--- config.mk ---
export PLATFORM = sky130hd
export DESIGN_NAME = refresh_engine_param
export DESIGN_NICKNAME = d
export VERILOG_FILES = /design/src/rtl/vga_pkg.sv /design/src/rtl/vga_delay_line.sv /design/src/rtl/refresh_engine_param.sv
export SDC_FILE = /design/constraint.sdc
export NUM_CORES = 1
export LEC_CHECK = 0
export BUFFER_PORTS_ARGS = -buffer_cell sky130_fd_sc_hd__buf_4
export CAP_MARGIN = 15
export CORE_MARGIN = 2
export CORE_UTILIZATION = 59
export DETAILED_ROUTE_END_ITERATION = 12
export PLACE_DENSITY = 0.86
export RECOVER_POWER = 100
export SYNTH_ARGS = -nofsm -noshare
export SYNTH_HDL_FRONTEND = slang
export SYNTH_SLANG_ARGS = --single-unit
--- constraint.sdc ---
create_clock -name clk -period 5.95 [get_ports clk]
set_input_delay 0.595 -clock clk [delete_from_list [all_inputs] [get_ports clk]]
set_output_delay 0.595 -clock clk [all_outputs]
set_load 0.02 [all_outputs]
--- src/rtl/vga_pkg.sv ---
// Shared definitions for the VGA refresh engine: test-pattern mode encodings,
// the colour-bar table and helpers that derive total line/frame lengths.
package vga_pkg;

    typedef enum logic [1:0] {
        MODE_PIXEL = 2'b00,
        MODE_BARS  = 2'b01,
        MODE_CHECK = 2'b10,
        MODE_GRAD  = 2'b11
    } mode_e;

    // Colour-bar table, left to right. Each bit is one channel {R,G,B},
    // and the channel is driven either all-ones or all-zeros.
    function automatic logic [2:0] bar_rgb(input logic [2:0] idx);
        case (idx)
            3'd0:    return 3'b000;  // black
            3'd1:    return 3'b111;  // white
            3'd2:    return 3'b100;  // red
            3'd3:    return 3'b110;  // yellow
            3'd4:    return 3'b010;  // green
            3'd5:    return 3'b011;  // cyan
            3'd6:    return 3'b001;  // blue
            default: return 3'b101;  // magenta
        endcase
    endfunction

    function automatic int h_total(input int act, input int fp, input int sync, input int bp);
        return act + fp + sync + bp;
    endfunction

    function automatic int v_total(input int act, input int fp, input int sync, input int bp);
        return act + fp + sync + bp;
    endfunction

endpackage

--- src/rtl/vga_delay_line.sv ---
// Resettable fixed-depth shift register used to carry the request/sync/pattern
// bundle across the frame-buffer fetch latency.
module vga_delay_line #(
    parameter int WIDTH = 1,
    parameter int DEPTH = 1
) (
    input  logic             clk,
    input  logic             rst_,
    input  logic [WIDTH-1:0] i_d,
    output logic [WIDTH-1:0] o_q
);

    logic [WIDTH-1:0] r_stage [DEPTH];

    // Shift the bundle one stage per clock; reset empties every stage.
    always_ff @(posedge clk or negedge rst_) begin
        if (!rst_) begin
            for (int i = 0; i < DEPTH; i++) begin
                r_stage[i] <= '0;
            end
        end else begin
            r_stage[0] <= i_d;
            for (int i = 1; i < DEPTH; i++) begin
                r_stage[i] <= r_stage[i-1];
            end
        end
    end

    assign o_q = r_stage[DEPTH-1];

endmodule

--- src/rtl/refresh_engine_param.sv ---
// Parametrised VGA refresh engine. Counters generate h/v timing and pixel
// requests; syncs and test patterns are delayed by the fetch latency so that
// returned pixel data, syncs, active_video and colour leave together.
module refresh_engine_param
    import vga_pkg::*;
#(
    parameter int H_ACTIVE = 640,
    parameter int H_FP     = 16,
    parameter int H_SYNC   = 96,
    parameter int H_BP     = 48,
    parameter int V_ACTIVE = 480,
    parameter int V_FP     = 10,
    parameter int V_SYNC   = 2,
    parameter int V_BP     = 33,
    parameter bit HS_POL   = 1'b0,
    parameter bit VS_POL   = 1'b0,
    parameter int COLOR_W  = 4,
    parameter int PIX_LAT  = 2
) (
    input  logic                          clk,
    input  logic                          rst_,
    input  logic [1:0]                    test_mode,
    input  logic [3*COLOR_W-1:0]          pixel_data,
    input  logic                          pixel_valid,
    input  logic                          underflow_clr,
    output logic                          pix_req,
    output logic [$clog2(H_ACTIVE)-1:0]   pix_x,
    output logic [$clog2(V_ACTIVE)-1:0]   pix_y,
    output logic                          frame_start,
    output logic                          vga_h_sync,
    output logic                          vga_v_sync,
    output logic [COLOR_W-1:0]            vga_red,
    output logic [COLOR_W-1:0]            vga_green,
    output logic [COLOR_W-1:0]            vga_blue,
    output logic                          active_video,
    output logic                          underflow,
    output logic [15:0]                   frame_count
);

    localparam int XW      = $clog2(H_ACTIVE);
    localparam int YW      = $clog2(V_ACTIVE);
    localparam int H_TOTAL = h_total(H_ACTIVE, H_FP, H_SYNC, H_BP);
    localparam int V_TOTAL = v_total(V_ACTIVE, V_FP, V_SYNC, V_BP);
    localparam int HW      = $clog2(H_TOTAL);
    localparam int VW      = $clog2(V_TOTAL);
    localparam int CW      = 3 * COLOR_W;
    localparam int BW      = CW + 3;

    localparam logic [HW-1:0] H_LAST  = HW'(H_TOTAL - 1);
    localparam logic [HW-1:0] H_ACT   = HW'(H_ACTIVE);
    localparam logic [HW-1:0] H_SYN_S = HW'(H_ACTIVE + H_FP);
    localparam logic [HW-1:0] H_SYN_E = HW'(H_ACTIVE + H_FP + H_SYNC - 1);
    localparam logic [VW-1:0] V_LAST  = VW'(V_TOTAL - 1);
    localparam logic [VW-1:0] V_ACT   = VW'(V_ACTIVE);
    localparam logic [VW-1:0] V_SYN_S = VW'(V_ACTIVE + V_FP);
    localparam logic [VW-1:0] V_SYN_E = VW'(V_ACTIVE + V_FP + V_SYNC - 1);
    localparam logic [XW-1:0] BAR_WX  = XW'(H_ACTIVE / 8);

    logic [HW-1:0]    r_h_cnt;
    logic [VW-1:0]    r_v_cnt;
    mode_e            r_mode_q;
    logic             r_seen_frame;
    logic [15:0]      r_frame_cnt;
    logic             r_underflow;

    logic             w_act_p0, w_hs_p0, w_vs_p0;
    logic [XW-1:0]    w_x_p0;
    logic [YW-1:0]    w_y_p0;
    mode_e            w_mode_p0;
    logic             w_x5, w_y5;
    logic [2:0]       w_bar_idx;
    logic [2:0]       w_bar_rgb;
    logic [CW-1:0]    w_pat_p0;
    logic [BW-1:0]    w_bundle_p0;

    logic [BW-1:0]    w_bundle_p1;
    logic             w_act_p1, w_hs_p1, w_vs_p1;
    logic [CW-1:0]    w_pat_p1;
    logic             w_underrun_p1;

    logic             r_act_p2, r_hs_p2, r_vs_p2;
    logic [CW-1:0]    r_rgb_p2;

    // Free-running raster counters: h wraps every line, v advances at line end.
    always_ff @(posedge clk or negedge rst_) begin
        if (!rst_) begin
            r_h_cnt <= '0;
            r_v_cnt <= '0;
        end else if (r_h_cnt == H_LAST) begin
            r_h_cnt <= '0;
            r_v_cnt <= (r_v_cnt == V_LAST) ? '0 : r_v_cnt + VW'(1);
        end else begin
            r_h_cnt <= r_h_cnt + HW'(1);
        end
    end

    // ---- stage 0: decode directly from the counters ----
    assign w_act_p0    = (r_h_cnt < H_ACT) && (r_v_cnt < V_ACT);
    assign w_hs_p0     = (r_h_cnt >= H_SYN_S) && (r_h_cnt <= H_SYN_E);
    assign w_vs_p0     = (r_v_cnt >= V_SYN_S) && (r_v_cnt <= V_SYN_E);
    assign w_x_p0      = w_act_p0 ? r_h_cnt[XW-1:0] : '0;
    assign w_y_p0      = w_act_p0 ? r_v_cnt[YW-1:0] : '0;
    // Gated by reset so the pulse stays low while the counters are held at (0,0).
    assign frame_start = rst_ && (r_h_cnt == '0) && (r_v_cnt == '0);

    assign pix_req = w_act_p0;
    assign pix_x   = w_x_p0;
    assign pix_y   = w_y_p0;

    // The first pixel of a frame is generated in the same clock that latches
    // the new mode, so it must see the incoming mode rather than the old one.
    assign w_mode_p0 = frame_start ? mode_e'(test_mode) : r_mode_q;

    if (XW > 5) begin : g_x5
        assign w_x5 = w_x_p0[5];
    end else begin : g_x5_zero
        assign w_x5 = 1'b0;
    end

    if (YW > 5) begin : g_y5
        assign w_y5 = w_y_p0[5];
    end else begin : g_y5_zero
        assign w_y5 = 1'b0;
    end

    assign w_bar_idx = 3'(w_x_p0 / BAR_WX);
    assign w_bar_rgb = bar_rgb(w_bar_idx);

    // Test-pattern generator for the selected mode.
    always_comb begin
        w_pat_p0 = '0;
        case (w_mode_p0)
            MODE_BARS:  w_pat_p0 = {{COLOR_W{w_bar_rgb[2]}},
                                    {COLOR_W{w_bar_rgb[1]}},
                                    {COLOR_W{w_bar_rgb[0]}}};
            MODE_CHECK: w_pat_p0 = {CW{w_x5 ^ w_y5}};
            MODE_GRAD:  w_pat_p0 = {3{w_x_p0[XW-1 -: COLOR_W]}};
            default:    w_pat_p0 = '0;
        endcase
    end

    assign w_bundle_p0 = {w_act_p0, w_hs_p0, w_vs_p0, w_pat_p0};

    // ---- stage 1: bundle delayed to line up with returned pixel data ----
    vga_delay_line #(
        .WIDTH (BW),
        .DEPTH (PIX_LAT)
    ) u_delay (
        .clk  (clk),
        .rst_ (rst_),
        .i_d  (w_bundle_p0),
        .o_q  (w_bundle_p1)
    );

    assign w_act_p1      = w_bundle_p1[CW+2];
    assign w_hs_p1       = w_bundle_p1[CW+1];
    assign w_vs_p1       = w_bundle_p1[CW];
    assign w_pat_p1      = w_bundle_p1[CW-1:0];
    assign w_underrun_p1 = w_act_p1 && (r_mode_q == MODE_PIXEL) && !pixel_valid;

    // ---- stage 2: output registers driving the pins ----
    // Select colour source, blank outside active video, apply sync polarity.
    always_ff @(posedge clk or negedge rst_) begin
        if (!rst_) begin
            r_act_p2 <= 1'b0;
            r_hs_p2  <= !HS_POL;
            r_vs_p2  <= !VS_POL;
            r_rgb_p2 <= '0;
        end else begin
            r_act_p2 <= w_act_p1;
            r_hs_p2  <= w_hs_p1 ? HS_POL : !HS_POL;
            r_vs_p2  <= w_vs_p1 ? VS_POL : !VS_POL;
            if (!w_act_p1) begin
                r_rgb_p2 <= '0;
            end else if (r_mode_q != MODE_PIXEL) begin
                r_rgb_p2 <= w_pat_p1;
            end else if (pixel_valid) begin
                r_rgb_p2 <= pixel_data;
            end else begin
                r_rgb_p2 <= '0;
            end
        end
    end

    // Latch the mode once per frame and count completed frames.
    always_ff @(posedge clk or negedge rst_) begin
        if (!rst_) begin
            r_mode_q     <= MODE_PIXEL;
            r_seen_frame <= 1'b0;
            r_frame_cnt  <= '0;
        end else if (frame_start) begin
            r_mode_q     <= mode_e'(test_mode);
            r_seen_frame <= 1'b1;
            if (r_seen_frame) begin
                r_frame_cnt <= r_frame_cnt + 16'd1;
            end
        end
    end

    // Sticky underflow flag; a new underflow beats a simultaneous clear.
    always_ff @(posedge clk or negedge rst_) begin
        if (!rst_) begin
            r_underflow <= 1'b0;
        end else if (w_underrun_p1) begin
            r_underflow <= 1'b1;
        end else if (underflow_clr) begin
            r_underflow <= 1'b0;
        end
    end

    assign active_video = r_act_p2;
    assign vga_h_sync   = r_hs_p2;
    assign vga_v_sync   = r_vs_p2;
    assign vga_red      = r_rgb_p2[CW-1 -: COLOR_W];
    assign vga_green    = r_rgb_p2[2*COLOR_W-1 -: COLOR_W];
    assign vga_blue     = r_rgb_p2[COLOR_W-1:0];
    assign underflow    = r_underflow;
    assign frame_count  = r_frame_cnt;

endmodule

# Word level (Yosys, flattened, before mapping)
# Cells that the tools add are included.
# word_totals
regBits	85
latch_bits	0
ramBits	0
romBits	0
input_bits	18
output_inout_bits	53
word_cells	63
memories	0
# op_classes
addsub	3
mul	0
n_div	1
order_cmp	6
n_eq_ne	11
shifts	0
n_mux	14
bitwise	1
reduce_logical	15
# ops
cell	n
12-bit 2-to-1 mux	3
12-bit one-hot mux with 3 select lines	1
10-bit 2-to-1 mux	3
3-bit one-hot mux with 7 select lines	1
10-bit by 1-bit adder with 10-bit output (second input constant)	2
10-bit equality test (second input constant)	2
10-bit zero test	2
16-bit by 1-bit adder with 16-bit output (second input constant)	1
10-bit by 7-bit divider with 10-bit output (second input constant)	1
10-bit >= comparator (second input constant)	1
10-bit by 9-bit >= comparator with 1-bit output (second input constant)	1
10-bit less-or-equal comparator (second input constant)	1
10-bit by 9-bit less-or-equal comparator with 1-bit output (second input constant)	1
10-bit less-than comparator (second input constant)	1
10-bit by 9-bit less-than comparator with 1-bit output (second input constant)	1
3-bit equality test (second input constant)	3
9-bit 2-to-1 mux	1
1-bit logical AND	7
3-bit by 2-bit equality test with 1-bit output (second input constant)	2
2-bit equality test (second input constant)	2
1-bit 2-to-1 mux	4
2-bit nonzero test	2
3-bit by 1-bit equality test with 1-bit output (second input constant)	1
3-bit zero test	1
6 further kinds	6

# Longest topological paths before layout
# Gate-level depths: netlist of run 1.
# depth
depth_word	7
depth_mapped	9
mapped_depth_nobuf	7

# Hierarchy
# Synthesis of run 1 repeated with hierarchy kept, for this count alone.
# unflattened
cells_unflattened	364
hier_area_um2	3826.2
# by_module_without_submodules
mod	n_inst	cells_per_inst	area_per_inst_um2
refresh_engine_param	1	319	2962.8
vga_delay_line	1	45	863.3

# Worst setup path before layout of run 1
# No wires, ideal clock.
# synth_timing
path_type	register to register
from	register r_v_cnt[1]
to	register u_delay.r_stage[22] (netlist name)
arrival_ps	2403
required_time_ps	5810
path_slack_ps	3406
stages_incl_launch_ff	9
n_path_buf	1
synth_period_minus_slack_ps	2544
cell_sequence	dfrtp_1 -> inv_1 -> ha_1 -> or4b_4 -> or4_4 -> buf_6 -> or3_4 -> a21oi_2 -> o22ai_1
# synth_between
elab_chain_len	7
elab_cells_between_ends	21
cone_classes	div (1); order compare (1); eq/ne (9); mux (5); bitwise (1); reduce/logical (4)
# synth_rtl
element	line	rtl
start: declaration	refresh_engine_param.sv:60	logic [VW-1:0] r_v_cnt;
start signal: assignment	refresh_engine_param.sv:91	r_v_cnt <= (r_v_cnt == V_LAST) ? '0 : r_v_cnt + VW'(1);
10-bit by 9-bit less-than comparator with 1-bit output	refresh_engine_param.sv:98	assign w_act_p0 = (r_h_cnt < H_ACT) && (r_v_cnt < V_ACT);
1-bit logical AND	refresh_engine_param.sv:98	
10-bit 2-to-1 mux	refresh_engine_param.sv:101	assign w_x_p0 = w_act_p0 ? r_h_cnt[XW-1:0] : '0;
10-bit by 7-bit divider with 10-bit output	refresh_engine_param.sv:126	assign w_bar_idx = 3'(w_x_p0 / BAR_WX);
3-bit equality test, or another cell as far along	vga_pkg.sv:15	case (idx)
3-bit one-hot mux with 7 select lines	vga_pkg.sv:15	
12-bit one-hot mux with 3 select lines *	refresh_engine_param.sv:132	case (w_mode_p0)
via u_delay.i_d[7]	vga_delay_line.sv:9	input logic [WIDTH-1:0] i_d,
end signal: indexed assignment	vga_delay_line.sv:24	r_stage[i] <= r_stage[i-1];
end: declaration	vga_delay_line.sv:13	logic [WIDTH-1:0] r_stage [DEPTH];
# The timed path passes the listed nets; every way through them passes the cells marked *.
# A chain may end at the register's enable or synchronous reset.

# Final worst setup path of run 1
# layout_timing
from	register r_v_cnt[1]
to	register r_frame_cnt[15], in the netlist frame_count[15]
# layout_between
elab_chain_len	3
# layout_rtl
element	line	rtl
10-bit zero test	refresh_engine_param.sv:104	assign frame_start = rst_ && (r_h_cnt == '0) && (r_v_cnt == '0);
1-bit logical AND	refresh_engine_param.sv:104	
2-bit AND reduction (no line)	-	
end signal: assignment	refresh_engine_param.sv:195	r_frame_cnt <= r_frame_cnt + 16'd1;
end: declaration	refresh_engine_param.sv:63	logic [15:0] r_frame_cnt;
# No other way between the ends.

==> results by stage, run 1 <==
Outcome:
- The flow ran to the end, and the final reports show no timing, DRC or antenna violations.

Worst setup path:
- The largest fanout on the critical path is 9.
- The launching element of the worst setup path is r_v_cnt[1].
- STA classifies the critical path startpoint as a register.
- The worst register-to-register path ends at frame_count[15].
- By startpoint and endpoint, the worst setup path is classified as reg -> reg.
- In this run the critical register-to-register path is launched from r_v_cnt[1].
- The kind of capture point of the worst setup path is a register.
- The critical path ends at frame_count[15].
- The length in cells of the worst reg-to-reg path is 7.
- STA puts the critical path data required time at 6200 ps.
- The data arrival time at the worst-slack endpoint is 3530 ps.
- The reg2reg setup slack is 2670 ps.

CTS:
- The later pin in the worst-skew pair is clocked with a latency of 360 ps.
- The number of clock buffers added by TritonCTS is 9.
- The largest buffer count on any clock path is 2.
- Hold repair after CTS inserted 0 buffers.
- The number of post-CTS setup repair buffers is 0.
- For this design, the sink count on the clock tree is 85.
- The TritonCTS clock tree is done.
- CTS built an H-tree with a depth of 3.
- After clock tree synthesis, the clock-pin slew on the worst setup and hold paths is 90 ps.
- The post-cts sizing count is 0.
- CTS placed an instance of clkbuf_8 at the clock tree root.

Floorplan:
- The floorplan has 29 rows.
- The die span in y is 84.8 um.
- The number of top-level pins is 71.
- The full die area is 7200 um^2.
- In this run the standard cell core region covers 6350 um^2.
- In this run the horizontal extent of the chip is 84.8 um.
- The initial utilization of the core area, before any placement, comes to 60.7%.

STA:
- The relative slew slack is 24.5%.
- The timing-limited maximum frequency is 0.305 GHz.
- The number of hold violations in the final report is 0.
- The portion of the clock cycle consumed by the worst path in the final layout is 55.1%.
- The setup violation total in the final timing report is 0.
- At the pin with the least slew margin, the transition time is 1120 ps.
- The time the worst path needs with I/O delays and setup is 3280 ps.
- After layout, the worst setup slack is 2670 ps.
- The number of max-slew violations in the final report is 0.
- On the final layout, the worst clock skew is 10.4 ps.
- Setup repair after global routing left no endpoint under its margin.
- Setup total negative slack on the finished layout was measured at 0 ps.

Synthesis:
- In the synthesized netlist the dominant register cell turns out to be dfrtp_1.
- The proportion of synthesized flip-flops having asynchronous set or reset is 100%.
- Sequential elements use 55.2% of the synthesized area.
- After synthesis, the mean cell area works out to 10.5 um^2.
- The number of nets in the synthesized netlist is 389.
- Synthesis instantiated 54 different standard cells from the library.
- Synthesis produced a netlist whose cell count is 366.
- The area of the mapped netlist is 3860 um^2.
- The total number of yosys warnings is 0.
- The number of enable flip-flop cells after synthesis is 0.
- After synthesis the netlist holds a flip-flop and latch count of 85.

Placed design:
- The final HPWL from detailed placement is 5300 um.
- At the placement stage, the worst setup path has a slack of 2910 ps.
- Port buffering added 70 buffers.
- The congestion estimate from routability-driven global placement came to 0.901.

Layout:
- Counting the fill cells in the layout gives 503.
- The number of nets at the end of the flow is 451.
- The number of antenna diodes in the final layout is 0.
- The layout overhead on the synthesized area is 14.8%.
- Of the cells placed in the final design, the portion with a size suffix greater than 1 is 15.9%.

Route:
- Using the TritonRoute via totals, the vias-per-cell ratio works out to 5.65.
- The detailed-route via count is 2881.
- After detailed routing, the average wire length per cell comes to 14.7 um.
- After the first detailed-routing iteration, the DRC count stood at 158.
- The routed design has 7520 um of wire.
- The detail route stage leaves a number of antenna-violating nets equal to 0.
- The detailed-routing iteration count for the pre-antenna-repair pass is 4.
- The post-detailed-route DRC marker count is 0.

Global routing:
- The routing usage on met2 is 36.4%.
- For this run, the total global-route usage over all layers was measured as 22.5%.
- Global routing used 4.96% of the available met3 tracks.
- The number of global-route vias before repair is 2780.
- The met1 routing resource usage after global routing is 29.7%.
- The first global-routing pass estimated 12800 um of wire.
- The number of antenna violations at the first check in global routing is 0.
- The total congestion overflow after global routing is 0.
- The largest net degree at the start of global routing is 86.
- The busiest layer in global routing is met2.

Worst hold path:
- The path class of the tightest hold or removal check is reg -> reg.

Run:
- The number of violations of the max-capacitance limit is 0.

Power and ir drop:
- In this run the static leakage power is 2.02 nW.
- Power spread over the standard cell area amounts to 243 nW/um^2.
- The maximum resistive drop on vdd is 155 uV.
placed cells by master (no fill, tap or decap), drive strengths merged, types with 3 or more instances in the layout:
master,n
a21oi,22
a31oi,3
a32oi,3
and2,20
and3,8
buf,36
clkbuf,46
clkinvlp,3
dfrtp,83
ha,5
inv,16
nand2,28
nand2b,6
nand3,27
nand4,8
nor2,15
nor3,5
nor4,8
o21ai,14
o22ai,13
or2,5
or4,3
xnor2,17
xor2,10
critical path, stage by stage (launching register included):
cell and delay (ps):
dfrtp_1 460, inv_1 100, ha_1 130, or4b_1 490, or4_1 700, nor4_1 890, nand4_1 240, xnor2_1 170
final cells by class:
| class | count | area (um^2) | area share [%] |
|---|---|---|---|
| clock inverter | 7 | 81.3 | 1.84 |
| tap | 77 | 96.3 | 2.18 |
| sequential | 85 | 2130 | 48.1 |
| timing repair buffer | 73 | 409 | 9.25 |
| clock buffer | 9 | 124 | 2.80 |
| multi-input combinational | 246 | 1540 | 34.7 |
| inverter | 13 | 48.8 | 1.10 |
power breakdown:
part | internal, mW | switching, mW
logic | 0.0193 | 0.0395
clock network | 0.200 | 0.217
registers | 0.593 | 0.00522
cells in the mapped netlist, types with 2 or more instances:
master     n  share of area (%)
dfrtp_1   83                 54
or4_1      2               0.39
o21ai_0   13                1.7
nand4_1    8                1.3
o22ai_1   13                2.1
a21o_1     2               0.39
ha_1       5                1.6
nor4_4     2                1.1
o21bai_1   2               0.39
xnor2_1   17                3.9
a21oi_2    4               0.91
dfstp_2    2                1.4
clkbuf_1  18                1.8
nor4_1     6               0.97
nor2b_1    2               0.32
a31oi_1    3               0.49
nor2_1    15                1.5
inv_1     13                1.3
mux2_2     2               0.58
nand3_1   27                3.5
nand2_1   28                2.7
and2_1    19                3.1
nor3_1     5               0.65
and3_1     6               0.97
nand2b_1   6               0.97
a21oi_1   18                2.3
xor2_1    10                2.3
a32oi_1    3               0.68
or2_2      5               0.81
buf_6      2               0.58
and3_2     2               0.39
kinds of logic after synthesis:
kind of cell	Yosys count	synth area share (%)
and+or+nand+nor	144	21.4
DFF	85	55.2
AOI/OAI and AO/OA	67	11.0
buffers and inverters	35	3.83
xor gates and xnor gates	27	6.13
adders and majority gates	6	1.88
muxes	2	0.584
how the worst min path moves through the flow:
stage,from,cells after the start,to
4_1_cts,u_delay.r_stage[24],0,u_delay.o_q[9]
6_report,u_delay.r_stage[24],0,u_delay.o_q[9]
3_5_place_dp,u_delay.r_stage[26],0,u_delay.o_q[11]
3_3_place_gp,u_delay.r_stage[28],0,u_delay.o_q[13]
2_1_floorplan,rst_,0,active_video
5_1_grt,u_delay.r_stage[15],0,u_delay.o_q[0]
flip-flops by register name, indices dropped and copies added, names as in the netlist:
register and cells:
active_video 1, frame_count 16, r_h_cnt 10, r_mode_q 2, r_rgb_p2 12, r_seen_frame 1
r_v_cnt 10, u_delay.o_q 15, u_delay.r_stage 15, underflow 1, vga_h_sync 1, vga_v_sync 1
through the flow:
step	instance area [um^2]	util, %	std cells	hold slack, ps	power, mW
floorplan	3860	-	366	299	0.639
global placement	4400	69.3	494	331	0.674
detailed placement	4400	69.3	494	335	0.676
CTS	4610	72.6	510	354	1.09
global route	4430	69.7	510	359	1.12
finish	4430	69.7	510	353	1.07
metal layers:
| metal | share of wire (%) | routed length [um] |
|---|---|---|
| met5 | 0 | 0 |
| met4 | 1.7 | 128 |
| met3 | 5.6 | 419 |
| met2 | 49 | 3660 |
| met1 | 44 | 3310 |
Power figures use the tool's default switching activity.
==> run 2: changes to the inputs <==
CORE_UTILIZATION = 55   (was 59)
PLACE_DENSITY = 0.81   (was 0.86)
clock period = 3.2 ns   (was 5.95 ns; I/O delays follow)
==> results by stage, run 2 (synthesis gave the netlist of run 1 again) <==
Global routing:
- The combined global-route utilization of all metal layers came to 20.8% (-1.7 points).
- The largest net degree at the start of global routing is 86 (unchanged).
- The global-route wire length before repair is 12400 um (-3.3%).
- The total congestion overflow after global routing is 0 (unchanged).
- The number of antenna violations at the first check in global routing was 0 (unchanged).
- The number of global-route vias before repair is 2669 (-4.0%).

Route:
- The via density per instance is 5.52 (-2.3%).
- The detailed-routing iteration count for the pre-antenna-repair pass was 4 (unchanged).
- The detailed-route via count is 2957 (+2.6%).
- The routed length per placed instance came to 14.7 um (-0.47%).
- The initial DRC count is 197 (+25%).
- The routed wire length is 7860 um (+4.6%).
- The antenna violation net count after detailed routing came to 0 (unchanged).
- The post-detailed-route DRC marker count is 0 (unchanged).

Placed design:
- The weighted congestion at the end of routability-driven global placement was 0.876 (-2.8%).
- The number of port buffers is 70 (unchanged).
- The placement-stage cell area is 4470 um^2 (+1.6%).
- The final HPWL from detailed placement was 5230 um (-1.2%).

CTS:
- The largest buffer count on any clock path is 2 (unchanged).
- The number of post-CTS setup repair buffers is 0 (unchanged).
- The clock transition at the registers of the reported paths was 90 ps (about the same).
- The latest clock arrival within the worst-skew pair came to 360 ps (about the same).
- The TritonCTS clock tree is done.
- The number of clock sinks was 85 (unchanged).
- The number of CTS-inserted buffers was 9 (unchanged).
- CTS placed an instance of clkbuf_8 at the clock tree root.
- The maximum level of the CTS H-tree was 3 (unchanged).

Layout:
- The area growth from synthesis to layout is 17.8%.
- In the layout the commonest cells are 83 x dfrtp_1, 40 x buf_4, 39 x clkbuf_1.
- The share of cells above drive strength 1 was 17.3% (+1.3 points).
- The post-route cell area is 4540 um^2 (+2.7%).
- The most common cell after layout, fill and taps aside is dfrtp_1.
- The count of inserted antenna diode cells is 0 (unchanged).
- The flip-flop count of the largest register after layout was 16 (unchanged).
- The final cell utilization of the core is 66.9% (-2.8 points).
- The number of nets at the end of the flow came to 459 (+1.8%).

STA:
- The worst path uses 89.6% of the clock period.
- The timing-limited maximum frequency is 0.349 GHz.
- The largest clock skew in the final design is 8.92 ps (-1.51 ps).
- The number of hold violations in the final report is 0 (unchanged).
- The routed design could run at a clock period as short as 2870 ps.
- The relative slew slack is 32.7% (+8.2 points).
- The setup violation total in the final timing report came to 0 (unchanged).
- Setup repair after global routing left no endpoint under its margin.
- The number of max-slew violations in the final report was 0 (unchanged).
- The setup total negative slack is 0 ps (unchanged).
- The actual slew at the worst max-slew pin is 1010 ps (-112 ps).

Power and ir drop:
- The maximum resistive drop on vdd came to 209 uV (+34%).
- The leakage dissipation is 2.07 nW (+2.7%).
- The power per standard cell area is 449 nW/um^2 (+85%).

Worst setup path:
- The kind of critical path is reg -> out.
- The critical path data required time is 2880 ps (-3320 ps).
- The kind of capture point of the worst setup path is an output port.
- STA classifies the critical path startpoint as a register.
- The data arrival time at the worst-slack endpoint is 2550 ps (-980 ps).
- The largest fanout on the critical path was 19 (+10).

Run:
- The number of violations of the max-capacitance limit is 0 (unchanged).

Floorplan:
- The overall die width was 87.7 um (+3.4%).
- The area inside the core boundary is 6790 um^2 (+7.0%).
- The number of top-level pins is 71 (unchanged).
- The number of rows created at floorplan is 30 (+3.4%).
- The die span in y is 87.7 um (+3.4%).
- The starting density of the core was 56.8% (-4.0 points).
- The full die area is 7700 um^2 (+6.9%).

Worst hold path:
- The path class of the lowest-slack min-delay path is in -> reg.

Outcome:
- The run finished with clean final reports.
==> run 2: cell type report <==
cell class,count,area [um^2]
inverter,13,48.8
fill,565,2250
sequential,85,2130
multi-input combinational,246,1570
tap,96,120
timing repair buffer,81,464
clock inverter,6,87.6
clock buffer,9,124
==> run 2: power breakdown <==
part	switching, mW	internal, mW
Sequential	0.00913	1.10
Combinational	0.0742	0.0372
Clock	0.381	0.437
==> run 2: path summary, 6_finish.rpt <==
path | depth (start not counted) | end | start | slack, ps
max | 5 | pix_y[5] | r_h_cnt[8] | 330
min | 2 | underflow | underflow_clr | 150
min in group asynchronous | 3 | r_h_cnt[0] | rst_ | 880
min reg2reg | 0 | u_delay.o_q[9] | u_delay.r_stage[24] | 350
max reg2reg | 7 | u_delay.r_stage[25] | r_v_cnt[1] | 350
max in group asynchronous | 4 | active_video | rst_ | 840
==> run 2: routing by layer <==
metal,vias to the layer above,part of all wire [%],global-route usage [%]
li1,1420,-,-
met1,1411,44,28.2
met2,110,48,33.4
met3,16,6.4,3.20
met4,0,1.8,9.09
met5,-,0,0
==> run 2: what timing repair did <==
item | 4_1_cts | 5_1_grt
endpoints found under the hold margin | 0 | 17
setup endpoints to repair | 0 | 6
hold buffers | 0 | 1
resized for setup | 0 | 1
==> run 2: worst max-delay path, stage by stage (launching register included) <==
cell      delay, ps
dfrtp_1         550
or2_2           380
a21oi_1         270
clkbuf_1        600
and2_2          270
buf_4           140
==> run 2: per-stage QoR <==
| step | setup slack (ps) | std cells | hold WS (ps) | total power [mW] |
|---|---|---|---|---|
| 6_report | 332 | 536 | 147 | 2.04 |
| 5_1_grt | 176 | 536 | 146 | 2.12 |
| 4_1_cts | 275 | 534 | 139 | 2.07 |
| 3_5_place_dp | 315 | 519 | 335 | 1.26 |
| 3_3_place_gp | 443 | 519 | 332 | 1.25 |
| 2_1_floorplan | 656 | 366 | 24.4 | 1.19 |
